$ cat src/rtl/lacr_rx.sv
// Receive-side config/idle ordered-set parser: extracts /C1/,/C2/ config words,
// qualifies /I1/,/I2/ idle runs and counts aborted ordered sets, all in rx_clk.
module lacr_rx #(
   parameter int IDLE_COUNT = 3
) (
   input  logic        rx_clk,
   input  logic        rst,
   input  logic        los,
   input  logic        rx_valid,
   input  logic [7:0]  rx_data,
   input  logic        rx_is_k,
   input  logic        rx_err,
   output logic [15:0] lacr_out,
   output logic        lacr_stb,
   output logic        idle_match,
   output logic [7:0]  err_cnt
);

   typedef enum logic [1:0] {HUNT, COMMA, CFG_LO, CFG_HI} state_t;

   state_t      state, state_n;
   logic [7:0]  cfg_lo, cfg_lo_n;
   logic [3:0]  idle_cnt, idle_cnt_n;
   logic [15:0] out_n;
   logic        stb_n;
   logic        err_inc;
   logic        is_comma;
   logic        is_cfg_id;
   logic        is_idle_id;

   assign is_comma   = rx_is_k && (rx_data == 8'hBC);
   assign is_cfg_id  = !rx_is_k && ((rx_data == 8'hB5) || (rx_data == 8'h42));
   assign is_idle_id = !rx_is_k && ((rx_data == 8'hC5) || (rx_data == 8'h50));

   // los overrides symbol processing; otherwise only valid symbols move the FSM.
   always_comb begin
      state_n    = state;
      cfg_lo_n   = cfg_lo;
      idle_cnt_n = idle_cnt;
      out_n      = lacr_out;
      stb_n      = 1'b0;
      err_inc    = 1'b0;
      if (los) begin
         state_n    = HUNT;
         idle_cnt_n = 4'd0;
      end else if (rx_valid) begin
         case (state)
            HUNT: begin
               if (rx_err) begin
                  err_inc    = 1'b1;
                  idle_cnt_n = 4'd0;
               end else if (is_comma) begin
                  state_n = COMMA;
               end
            end
            COMMA: begin
               if (rx_err) begin
                  err_inc    = 1'b1;
                  idle_cnt_n = 4'd0;
                  state_n    = HUNT;
               end else if (is_comma) begin
                  state_n = COMMA;
               end else if (is_cfg_id) begin
                  state_n = CFG_LO;
               end else if (is_idle_id) begin
                  if (idle_cnt != 4'd15)
                     idle_cnt_n = idle_cnt + 4'd1;
                  state_n = HUNT;
               end else begin
                  state_n = HUNT;
               end
            end
            CFG_LO, CFG_HI: begin
               // A K28.5 landing in a data slot is likely the next set, so resync on it.
               if (rx_err || rx_is_k) begin
                  err_inc    = 1'b1;
                  idle_cnt_n = 4'd0;
                  state_n    = (is_comma && !rx_err) ? COMMA : HUNT;
               end else if (state == CFG_LO) begin
                  cfg_lo_n = rx_data;
                  state_n  = CFG_HI;
               end else begin
                  out_n      = {rx_data, cfg_lo};
                  stb_n      = 1'b1;
                  idle_cnt_n = 4'd0;
                  state_n    = HUNT;
               end
            end
            default: state_n = HUNT;
         endcase
      end
   end

   always_ff @(posedge rx_clk) begin
      if (rst) begin
         state      <= HUNT;
         cfg_lo     <= 8'd0;
         idle_cnt   <= 4'd0;
         lacr_out   <= 16'd0;
         lacr_stb   <= 1'b0;
         idle_match <= 1'b0;
         err_cnt    <= 8'd0;
      end else begin
         state      <= state_n;
         cfg_lo     <= cfg_lo_n;
         idle_cnt   <= idle_cnt_n;
         lacr_out   <= out_n;
         lacr_stb   <= stb_n;
         idle_match <= (idle_cnt_n >= 4'(IDLE_COUNT));
         if (err_inc && (err_cnt != 8'hFF))
            err_cnt <= err_cnt + 8'd1;
      end
   end

endmodule

$ cat config.mk
export PLATFORM = sky130hd
export DESIGN_NAME = lacr_rx
export DESIGN_NICKNAME = d
export VERILOG_FILES = /design/src/rtl/lacr_rx.sv
export SDC_FILE = /design/constraint.sdc
export NUM_CORES = 1
export LEC_CHECK = 0
export ABC_AREA = 0
export CAP_MARGIN = 20
export CELL_PAD_IN_SITES_DETAIL_PLACEMENT = 0
export CELL_PAD_IN_SITES_GLOBAL_PLACEMENT = 2
export CORE_MARGIN = 2
export CORE_UTILIZATION = 26
export CTS_BUF_LIST = sky130_fd_sc_hd__clkbuf_16
export CTS_CLUSTER_SIZE = 10
export DETAILED_ROUTE_END_ITERATION = 8
export GPL_TIMING_DRIVEN = 0
export PLACE_DENSITY = 0.76
export REMOVE_ABC_BUFFERS = 1
export SYNTH_ARGS = -nofsm -noshare
export SYNTH_HDL_FRONTEND = slang
export SYNTH_SLANG_ARGS = --single-unit
$ cat constraint.sdc
create_clock -name rx_clk -period 1.8 [get_ports rx_clk]
set_clock_uncertainty 0.1 [all_clocks]
set_input_delay 0.18 -clock rx_clk [delete_from_list [all_inputs] [get_ports rx_clk]]
set_output_delay 0.18 -clock rx_clk [all_outputs]
set_load 0.03 [all_outputs]
# --- After elaboration in Yosys (flattened, before gate mapping) ---
# Index checks and enable logic that the tools add are counted.
word_totals:
  word_cells: 71
  output_inout_bits: 26
  ff_bits: 40
op_classes:
  reduce_logical: 18
  n_addsub: 2
  order_cmp: 1
  n_bitwise: 5
  mux: 26
  eq_ne: 12
ops:
  columns: ["operator", "n"]
  rows:
  - ["$mux W4", 10]
  - ["$eq A8 B8 Y1 const B", 3]
  - ["$eq A8 B7 Y1 const B", 2]
  - ["$mux W2", 7]
  - ["$pmux W4 S3", 1]
  - ["$reduce_and A5 Y1", 2]
  - ["$add A8 B1 Y8 const B", 1]
  - ["$ne A8 B8 Y1 const B", 1]
  - ["$mux W1", 6]
  - ["$pmux W2 S3", 1]
  - ["$reduce_or A2 Y1", 3]
  - ["$logic_and A1 B1 Y1", 5]
  - ["$not A1 Y1", 5]
  - ["$reduce_or A5 Y1", 1]
  - ["$add A4 B1 Y4 const B", 1]
  - ["$eq A2 B2 Y1 const B", 2]
  - ["$ge A4 B2 Y1 const B", 1]
  - ["$ne A2 B2 Y1 const B", 2]
  - ["$ne A4 B4 Y1 const B", 1]
  - ["$logic_or A1 B1 Y1", 3]
  - ["$reduce_and A3 Y1", 1]
  - ["$eq A2 B1 Y1 const B", 1]
  - ["$logic_not A1 Y1", 2]
  - ["$logic_not A2 Y1", 1]
  - ["$pmux W1 S2", 1]

# --- Depth between registers and ports, before layout ---
logic_depth:
  ltp_word: 11
  ltp_mapped: 9
  ltp_nobuf: 7

# --- Worst setup path after synthesis ---
# No wires, ideal clock.
synth_path:
  kind: "flip-flop to flip-flop"
  startpoint: "register err_cnt[0]"
  endpoint: "register err_cnt[5]"
  t_required_ns: 1.629
  arrival_ns: 1.940
  path_buffers: 0
  path_slack_ns: -0.310
  stages_incl_launch_ff: 7
  path_cell_list: "dfxtp_1 > ha_1 > and3_4 > a311oi_4 > nand4_2 > or3_1 > a21oi_1"
synth_via:
  elab_chain_cells: 2
synth_rtl:
  columns: ["element", "line", "source"]
  rows:
  - ["from (decl)", "16", "output logic [7:0] err_cnt"]
  - ["from (signal assigned)", "111", "err_cnt <= err_cnt + 8'd1;"]
  - ["parallel branches: the longest is 2 deep, another holds $add A8 B1 Y8", null, null]
# Several ways; the timed one is not identified.
# A chain may end at the register's enable or synchronous reset.

# --- Worst setup path in the final report ---
layout_path:
  startpoint: "register err_cnt[1]"
  endpoint: "register err_cnt[7]"
# The elaborated chain is that of the path after synthesis.

==> results.py <==
metrics = {
    "run_status": {
        "run_status": "complete, no violations",
    },
    "global_routing": {
        "grt.overflow.total": 0,
        "grt_pass1_vias": 1509,
        "grt.total_usage": 0.120,
        "grt_pass1_wl_mm": 7.26,
        "antenna_found_initial": 0,
        "grt_max_degree": 26,
    },
    "clocking": {
        "clk_latency_ns": 0.27,
        "htreeDepth": 2,
        "clkTransAtPathRegs_ns": 0.06,
        "cts_root_buf": "clkbuf_16",
        "cts_sinks": 40,
        "cts_buffers": 5,
        "cts_hold_buffers": 0,
        "clock_path_buffers": 2,
        "cts_tree": "built",
    },
    "timing": {
        "hold_viol": 0,
        "max_slew_margin": 0.705,
        "fin_crit_ns": 1.77,
        "hold_slack_ns": 0.147,
        "worst_pin_slew_ns": 0.443,
        "finalWorstSetupSlack_ns": 0.0299,
        "fmaxAchievable_ghz": 0.565,
        "finalMaxSlewViolations": 0,
        "rsz0062_at_grt": "true",
        "setup_viol": 0,
        "min_period_over_period": 0.983,
    },
    "synthesis": {
        "synthArstFlopShare": 0,
        "synth_ff_type": "dfxtp_1",
        "synth_sequential_area_ratio": 0.439,
        "synth.cell_area_mm2": 0.00182,
        "ys_types": 45,
        "ys_warn_count": 0,
        "syn-mean-instance-area_um2": 8.48,
        "syn_inst": 215,
        "synth-edff-count": 0,
        "synth_seq_cells": 40,
    },
    "critical_path": {
        "critPathKind": "flip-flop to flip-flop",
        "crit_fanout": 3,
        "crit-reg2reg-launch": "err_cnt[1]$_SDFFE_PP0P_",
        "arrival_ns": 1.89,
        "r2r_end": "err_cnt[7]$_SDFFE_PP0P_",
        "end_kind": "flip-flop",
        "ff2ff_setup_slack_ns": 0.03,
        "critPathRequiredTime_ns": 1.92,
        "cp-start-kind": "flip-flop",
        "r2r_cells": 6,
    },
    "pwr": {
        "p_int_mw": 1.44,
        "power_density_mw_per_mm2": 727,
        "peakVddDrop_v": 0.000428,
        "power_frac_comb": 0.064,
        "sequentialPowerShare": 0.479,
        "p_leak_nw": 0.937,
        "p_switching_mw": 0.421,
        "clkPwrFrac": 0.457,
        "p_sw_frac": 0.226,
    },
    "floorplan": {
        "coreArea_mm2": 0.00679,
        "start_util": 0.269,
        "rows": 30,
        "die_y_um": 87.8,
        "ios": 40,
        "die_x_um": 87.8,
        "die-area_mm2": 0.00770,
    },
    "cells_and_area": {
        "drive_gt1_frac": 0.153,
        "fin_nets": 271,
        "n_antenna_cell": 0,
        "multiInputGateArea_mm2": 0.00104,
        "final.fill_count": 715,
        "seq_area_um2": 812,
        "syn_to_final_growth_pct": 40.1,
    },
    "drt": {
        "wl_per_cell_um": 12.8,
        "dr.pass1.iters": 4,
        "routed_wl_mm": 4.49,
        "avgViaCountPerCell": 4.58,
        "ant_nets": 0,
        "drt_iter0_markers": 59,
        "route.detailed.drc": 0,
        "vias": 1609,
    },
    "placed_design": {
        "pre_cts_ws_ns": -0.772,
        "gp_congestion": 0.771,
        "hpwlAfterDp_mm": 3.09,
        "numPortBuffers": 39,
    },
    "worst_hold_path": {
        "holdPathStages": 3,
        "min-delay-start": "rx_data[1]",
        "hp-class": "primary input to flip-flop",
        "min_to": "lacr_out[9]$_SDFFE_PP0P_",
    },
    "job": {
        "maxCapViolCount": 0,
    },
}
-- logic make-up after synthesis --
| group | count (synthesis) | share of synthesized area |
|---|---|---|
| compound gates | 41 | 0.147 |
| xor+xnor | 5 | 0.0240 |
| fa+ha+maj | 2 | 0.0137 |
| buf+inv | 15 | 0.0350 |
| flops | 40 | 0.439 |
| mux | 12 | 0.0665 |
| simple gates | 100 | 0.275 |
-- Yosys cell counts, types with 2 or more instances --
library cell	number	area, um2
a21oi_1	21	105
a31oi_1	2	12.5
and3_1	3	18.8
buf_2	3	15.0
clkbuf_1	8	30.0
dfxtp_1	40	801
ha_1	2	25.0
inv_1	3	11.3
mux2i_1	11	110
nand2_1	43	161
nand2b_1	2	12.5
nand3_1	3	15.0
nand4_1	2	12.5
nor2_1	25	93.8
nor4_1	3	18.8
nor4_2	2	25.0
nor4bb_1	2	20.0
o21ai_0	6	30.0
o21ai_1	2	10.0
or3_1	4	25.0
xor2_1	4	35.0
-- layer usage --
metal | track usage | up-vias | wire length [um]
met5 | 0 | - | 0
met4 | 0.0378 | 0 | 57
met3 | 0.0236 | 7 | 122
met2 | 0.189 | 28 | 2060
met1 | 0.164 | 744 | 2250
li1 | - | 830 | -
-- critical path: stages, from the launching register on --
cell,delay [ns]
dfxtp_4,0.35
ha_4,0.15
and3_4,0.18
a311oi_4,0.31
nand4_2,0.14
or3_1,0.35
a21oi_2,0.13
-- state kept, by name (all words and copies together), names as in the netlist --
name,flops
idle_cnt,4
err_cnt,8
cfg_lo,8
lacr_out,16
lacr_stb,1
idle_match,1
state,2
-- timing repair --
action | in CTS | in global routing
pin swaps | 7 | 5
setup buffers | 5 | 0
gates resized for setup | 27 | 15
endpoints found under the setup margin | 35 | 24
endpoints found under the hold margin | 0 | 0
-- placed cells by master (no fill, tap or decap), types with 5 or more instances in the layout --
cell type / Yosys / final
dfxtp_1: 40 / 35
clkdlybuf4s50_1: 0 / 27
a21oi_1: 21 / 20
dlygate4sd2_1: 0 / 9
mux2i_1: 11 / 11
nand2_1: 43 / 42
clkbuf_16: 0 / 5
buf_4: 1 / 5
nor2_1: 25 / 25
-- cell type report --
class / count / area share
multi-input combinational: 160 / 0.407
sequential: 40 / 0.318
timing repair buffer: 45 / 0.170
clock buffer: 5 / 0.0489
tap: 96 / 0.0470
clock inverter: 2 / 0.00489
inverter: 3 / 0.00441
-- power groups by stage --
stage | logic (mW) | clock network, mW | registers (mW)
after global routing | 0.130 | 0.902 | 0.889
after global placement | 0.107 | 0 | 0.911
after detailed placement | 0.113 | 0 | 0.911
after CTS | 0.120 | 0.868 | 0.889
final | 0.119 | 0.849 | 0.889
after floorplan | 0.0305 | 0 | 0.914
-- metrics by stage --
| step | std cells | cell area [um2] | util | power (mW) | setup TNS (ns) |
|---|---|---|---|---|---|
| after floorplan | 203 | 1770 | - | 0.944 | -0.864 |
| after global placement | 338 | 2280 | 0.336 | 1.02 | -21.36 |
| after detailed placement | 339 | 2310 | 0.340 | 1.02 | -17.29 |
| after CTS | 351 | 2550 | 0.375 | 1.88 | -0.0249 |
| after global routing | 351 | 2560 | 0.376 | 1.92 | -0.130 |
| final | 351 | 2560 | 0.376 | 1.86 | 0 |
-- worst max path at each step --
stage / slack (ns) / cells after the start / endpoint / start
floorplan: -0.31 / 6 / err_cnt[5]$_SDFFE_PP0P_ / err_cnt[0]$_SDFFE_PP0P_
global placement: -1.22 / 7 / idle_match$_SDFF_PP0_ / rst
detailed placement: -0.77 / 8 / idle_match$_SDFF_PP0_ / rst
CTS: -0.02 / 8 / idle_match$_SDFF_PP0_ / rst
global route: -0.06 / 6 / err_cnt[7]$_SDFFE_PP0P_ / err_cnt[1]$_SDFFE_PP0P_
finish: 0.03 / 6 / err_cnt[7]$_SDFFE_PP0P_ / err_cnt[1]$_SDFFE_PP0P_
Note: power is estimated with default switching activity, not from simulation.
